## src/rtl/mult_seq.sv

```systemverilog
`default_nettype none
// ============================================================================
//  Module      : mult_seq
//  Description : Sequential 32x32 -> 64-bit multiplier for the hi/lo unit of
//                a MIPS-style pipeline. Handles mult (signed) and multu
//                (unsigned) with a fixed 34-cycle accept-to-result latency.
//                Signed operands are reduced to magnitudes, multiplied one
//                multiplier bit per cycle with a shift-add accumulator, and
//                the sign is reapplied when the product is loaded into hi/lo.
//                Generates a pipeline stall for hi/lo readers and for new
//                requests while a multiply is in flight.
//  Revision    : 1.0 - initial release
// ============================================================================
module mult_seq (
    input  logic        clk,
    input  logic        rst,
    input  logic        start,
    input  logic        signed_op,
    input  logic [31:0] a,
    input  logic [31:0] b,
    input  logic        rd_hilo,
    output logic        busy,
    output logic        stall,
    output logic        done,
    output logic [31:0] hi,
    output logic [31:0] lo
);

    // ------------------------------------------------------------------------
    // Constants
    // ------------------------------------------------------------------------
    localparam int          C_WIDTH    = 32;
    localparam logic [4:0]  C_LAST_CNT = 5'd31;

    typedef enum logic [1:0] {
        S_IDLE = 2'd0,
        S_RUN  = 2'd1,
        S_DONE = 2'd2
    } state_t;

    // ------------------------------------------------------------------------
    // State and datapath registers
    // ------------------------------------------------------------------------
    state_t                 r_state;
    state_t                 w_state_next;

    logic [C_WIDTH-1:0]     r_mcand;     // |a| latched at accept
    logic [C_WIDTH-1:0]     r_mplier;    // |b|, consumed LSB first
    logic [2*C_WIDTH-1:0]   r_acc;       // running partial product
    logic [4:0]             r_cnt;       // multiplier bits processed so far
    logic                   r_neg;       // final product must be negated
    logic [C_WIDTH-1:0]     r_hi;
    logic [C_WIDTH-1:0]     r_lo;
    logic                   r_done;

    // ------------------------------------------------------------------------
    // Combinational helpers
    // ------------------------------------------------------------------------
    logic                   w_accept;    // IDLE edge that takes a new request
    logic                   w_last;      // RUN edge on the final multiplier bit
    logic [C_WIDTH-1:0]     w_a_mag;
    logic [C_WIDTH-1:0]     w_b_mag;
    logic                   w_neg;
    logic [C_WIDTH-1:0]     w_addend;
    logic [C_WIDTH:0]       w_sum;       // upper half plus addend, carry kept
    logic [2*C_WIDTH-1:0]   w_acc_step;
    logic [2*C_WIDTH-1:0]   w_prod;

    // Operand magnitudes: only mult treats bit 31 as a sign. Negating
    // 0x80000000 yields 0x80000000, which read as unsigned is exactly 2^31.
    assign w_a_mag = (signed_op && a[C_WIDTH-1]) ? (~a + 32'd1) : a;
    assign w_b_mag = (signed_op && b[C_WIDTH-1]) ? (~b + 32'd1) : b;
    assign w_neg   = signed_op & (a[C_WIDTH-1] ^ b[C_WIDTH-1]);

    // One shift-add step: conditionally add the multiplicand into the upper
    // half, then shift the 65-bit {carry, upper, lower} right by one.
    assign w_addend   = r_mplier[0] ? r_mcand : '0;
    assign w_sum      = {1'b0, r_acc[2*C_WIDTH-1:C_WIDTH]} + {1'b0, w_addend};
    assign w_acc_step = {w_sum, r_acc[C_WIDTH-1:1]};

    // Sign is applied once at the end; a zero magnitude product stays zero
    // because the two's-complement negation of zero is zero.
    assign w_prod = r_neg ? (~r_acc + 64'd1) : r_acc;

    // ------------------------------------------------------------------------
    // Sequencer state register
    // ------------------------------------------------------------------------
    always_ff @(posedge clk) begin
        if (rst) begin
            r_state <= S_IDLE;
        end else begin
            r_state <= w_state_next;
        end
    end

    // Next-state decode and per-state strobes
    always_comb begin
        w_state_next = r_state;
        w_accept     = 1'b0;
        w_last       = 1'b0;
        case (r_state)
            S_IDLE: begin
                if (start) begin
                    w_accept     = 1'b1;
                    w_state_next = S_RUN;
                end
            end
            S_RUN: begin
                if (r_cnt == C_LAST_CNT) begin
                    w_last       = 1'b1;
                    w_state_next = S_DONE;
                end
            end
            S_DONE: begin
                w_state_next = S_IDLE;
            end
            default: begin
                w_state_next = S_IDLE;
            end
        endcase
    end

    // Operand capture and shift-add iteration
    always_ff @(posedge clk) begin
        if (rst) begin
            r_mcand  <= '0;
            r_mplier <= '0;
            r_acc    <= '0;
            r_cnt    <= '0;
            r_neg    <= 1'b0;
        end else if (w_accept) begin
            r_mcand  <= w_a_mag;
            r_mplier <= w_b_mag;
            r_acc    <= '0;
            r_cnt    <= '0;
            r_neg    <= w_neg;
        end else if (r_state == S_RUN) begin
            r_acc    <= w_acc_step;
            r_mplier <= {1'b0, r_mplier[C_WIDTH-1:1]};
            r_cnt    <= r_cnt + 5'd1;
        end
    end

    // Result registers: hi/lo move only when a completed product is retired
    always_ff @(posedge clk) begin
        if (rst) begin
            r_hi   <= '0;
            r_lo   <= '0;
            r_done <= 1'b0;
        end else begin
            r_done <= 1'b0;
            if (r_state == S_DONE) begin
                r_hi   <= w_prod[2*C_WIDTH-1:C_WIDTH];
                r_lo   <= w_prod[C_WIDTH-1:0];
                r_done <= 1'b1;
            end
        end
    end

    // ------------------------------------------------------------------------
    // Outputs
    // ------------------------------------------------------------------------
    // busy comes straight from the state register, so it is glitch-free.
    // The stall only matters while a multiply is in flight: a new request
    // must be held back, and a hi/lo read would otherwise see stale data.
    assign busy  = (r_state != S_IDLE);
    assign stall = busy & (start | rd_hilo);
    assign done  = r_done;
    assign hi    = r_hi;
    assign lo    = r_lo;

    // w_last is decoded for readability of the sequencer; the transition
    // itself is carried by w_state_next.
    logic w_unused;
    assign w_unused = w_last;

endmodule
`default_nettype wire

```

## config.mk

```make
export PLATFORM = sky130hd
export DESIGN_NAME = mult_seq
export DESIGN_NICKNAME = d
export VERILOG_FILES = /design/src/rtl/mult_seq.sv
export SDC_FILE = /design/constraint.sdc
export NUM_CORES = 1
export LEC_CHECK = 0
export CAP_MARGIN = 20
export CORE_UTILIZATION = 40
export CTS_CLUSTER_DIAMETER = 50
export DETAILED_ROUTE_END_ITERATION = 8
export GPL_TIMING_DRIVEN = 1
export SKIP_LAST_GASP = 1
export SYNTH_ARGS = -nofsm -noshare
export SYNTH_HDL_FRONTEND = slang
export SYNTH_SLANG_ARGS = --single-unit
```

## constraint.sdc

```tcl
create_clock -name clk -period 6.15 [get_ports clk]
set_input_delay 1.23 -clock clk [delete_from_list [all_inputs] [get_ports clk]]
set_output_delay 1.23 -clock clk [all_outputs]
set_load 0.05 [all_outputs]
```

==> out/results.ini <==
[logic_synthesis]
synthArstFlopShare_pct = 0
seq_area_frac_synth_pct = 34.5
synthCells = 1528
ys.flop_type = dfxtp_1
yosysWarnings = 0
synth_area_mm2 = 0.0117
synth_edf_count = 0
syn_area_per_cell_um2 = 7.64
synthDistinctLibCells = 64
synthesis.nets = 1635
synth_seq_cells = 201

[clock_network]
cts_tree = built
cts_resized = 0
cts_setup_buffers = 0
numCtsBuffers = 28
cts.hold.buffers_added = 0
clkTransAtPathRegs_ns = 0.06
root_buffer = clkbuf_16
clk_latency_ns = 0.55
htreeDepth = 1
clock-sinks = 201
cts_buffer_depth = 3

[grt]
grt_usage_pct = 20.3
grt_pass1_wl_mm = 51.3
grt_max_degree = 100
overflow = 0
grt_pass1_vias = 10066
antenna_found_initial = 0

[drt]
wl_met3_mm = 1.56
first_pass_iters = 5
drt-initial-drc-count = 576
via_count = 10860
via_per_inst = 5.41
met2WireLength_mm = 13.5
wl_per_cell_um = 15.3
drc = 0
drt_wl_total_mm = 30.7
wl_met1_mm = 15.2
highest_layer = met4
drtAntennaViolNets = 0

[floorplan]
pin_count = 136
start_util_pct = 40.7
die_w_um = 173
rows = 62
dieArea_mm2 = 0.0299
die_h_um = 173
design.core.area_mm2 = 0.0287

[sta]
setup_viol = 0
slew_viol_final = 0
fin_skew_ns = 0.0135
fin_crit_sh_pct = 64.0
finalHoldViolCount = 0
maxSlewHeadroom_pct = 32.8
holdWs_ns = 0.439
rsz0062_at_grt = no
fmax_mhz = 254
finalWorstPathRequiredPeriod_ns = 3.94
setup_tns_ns = 0
max_slew.worst_pin.slew_ns = 1.01
finalWorstSetupSlack_ns = 2.21

[worst_setup_path]
worst-path-buf-inv = 2
crit_chain = clkdlybuf4s50_1, nor2_1, nor2_1, clkdlybuf4s50_1
regToRegSetupSlack_ns = 2.27
ff2ff_path_depth = 12
r2r-end = r_acc[63]
critPathMaxStageDelay_ns = 0.82
critPathLaunchType = input pin
crit_path_end_kind = output pin
cp.depth = 4
cp_max_fo = 4
critPathKind = input pin to output pin
cpMaxStageDelayCell = clkdlybuf4s50_1
reg2reg_from = r_mplier[0]
required_ns = 4.92
crit_arrival_ns = 2.71
path_delay_family = buffers and inverters

[run]
max-cap-violations = 0

[finish]
final_common_cell = nand2_1
final_cell_mix = nand2_1, dfxtp_1, nor2_1, a21oi_1, clkdlybuf4s50_1
regArea_mm2 = 0.00403
diodes = 0
fin_cells = 2006
drive_above_1_share_pct = 5.43
multi_input_comb_area_mm2 = 0.00722
nFillCells = 2882
fin_nets = 1711
syn2layout_area_growth_pct = 21.3

[place]
hpwl_mm = 22.0
dp_slack_ns = 1.64
io_buffers = 135
placed_cells = 1957
place.gp.congestion = 0.912

[power_and_ir_drop]
cellPowerDensity_mw_per_mm2 = 234
p_comb_share_pct = 10.5
p_sw_uw = 864
internal-power_uw = 2460
switching_share_pct = 26.0
power.static_leakage_uw = 0.00531
p_clk_share_pct = 48.1
seq_power_share_pct = 41.4
peakVddDrop_uv = 208

[worst_hold_path]
min_to = r_mcand[23]
hold_depth = 2
hold_start = r_mcand[23]
hold_class = register to register

[status]
status = completed

[cell families after synthesis]
logic type	count (synthesis)	synth area share [%]
AO/OA/AOI/OAI	394	21.8
XOR/XNOR	138	10.3
adder cells (fa/ha/maj)	38	4.14
buffers and inverters	119	3.89
flip-flops	201	34.5
multiplexers	3	0.268
AND/OR/NAND/NOR	635	25.1
[cells in the mapped netlist, types with 8 or more instances]
| cell type | number | area [um2] |
|---|---|---|
| dfxtp_1 | 201 | 4020 |
| xor2_1 | 84 | 736 |
| and3_1 | 8 | 50.1 |
| nor2_1 | 171 | 642 |
| inv_1 | 17 | 63.8 |
| a21oi_1 | 135 | 676 |
| nor2b_1 | 9 | 56.3 |
| ha_1 | 37 | 463 |
| a211oi_1 | 68 | 510 |
| a31oi_1 | 8 | 50.1 |
| o31ai_1 | 25 | 188 |
| o21ai_0 | 65 | 325 |
| and2_1 | 39 | 244 |
| a21o_1 | 17 | 128 |
| nor3_1 | 32 | 160 |
| or4_1 | 13 | 97.6 |
| nand3_1 | 33 | 165 |
| buf_1 | 8 | 30.0 |
| a311oi_1 | 26 | 228 |
| nand4_1 | 10 | 62.6 |
| nor4_1 | 11 | 68.8 |
| or3_1 | 16 | 100 |
| nand2b_1 | 14 | 87.6 |
| nand2_1 | 251 | 942 |
| clkbuf_1 | 92 | 345 |
| o41ai_1 | 8 | 70.1 |
| xnor2_1 | 54 | 473 |
[worst max path at each step]
stage | to | slack (ns) | startpoint
2_1_floorplan | r_mcand[25] | 2.55 | a[8]
3_3_place_gp | r_mplier[28] | 1.71 | b[0]
3_5_place_dp | r_mplier[28] | 1.64 | b[0]
4_1_cts | stall | 2.20 | start
5_1_grt | r_acc[63] | 1.99 | r_mplier[0]
6_report | stall | 2.21 | start
[registers in the layout (all words and copies together) (netlist names)]
signal / count
done: 1
hi: 32
lo: 32
r_acc: 64
r_cnt: 5
r_mcand: 32
r_mplier: 32
r_neg: 1
r_state: 2
[layout make-up]
| type | count | area share, % |
|---|---|---|
| Clock buffer | 33 | 5.36 |
| Multi-Input combinational cell | 1208 | 51.0 |
| Tap cell | 384 | 3.39 |
| Inverter | 18 | 0.477 |
| Sequential cell | 201 | 28.4 |
| Timing Repair Buffer | 147 | 10.1 |
| Clock inverter | 15 | 1.27 |
[metrics by stage]
stage               util (%)  power, uW  area (um2)
global placement        46.1       1750       13200
detailed placement      46.1       1750       13200
global route            49.4       3460       14200
CTS                     49.4       3360       14200
floorplan                  -       1620       11700
finish                  49.4       3320       14200
[worst register-to-register path: cells and delay by family (launching register included)]
kind	cells	cell delay, ns
flops	1	0.78
fa+ha+maj	2	0.44
compound gates	7	1.94
simple gates	3	0.68
[power groups by stage]
stage,clock network [uW],registers (uW),logic (uW)
2_1_floorplan,0,1390,233
3_3_place_gp,0,1400,347
3_5_place_dp,0,1400,351
4_1_cts,1640,1370,352
5_1_grt,1690,1380,389
6_report,1600,1370,350
[per-layer routing]
metal,vias up,global-route usage [%]
met5,-,0
met4,0,4.65
met3,34,2.46
met2,268,32.1
met1,4994,29.2
li1,5564,-
Note: power is estimated with default switching activity, not from simulation.
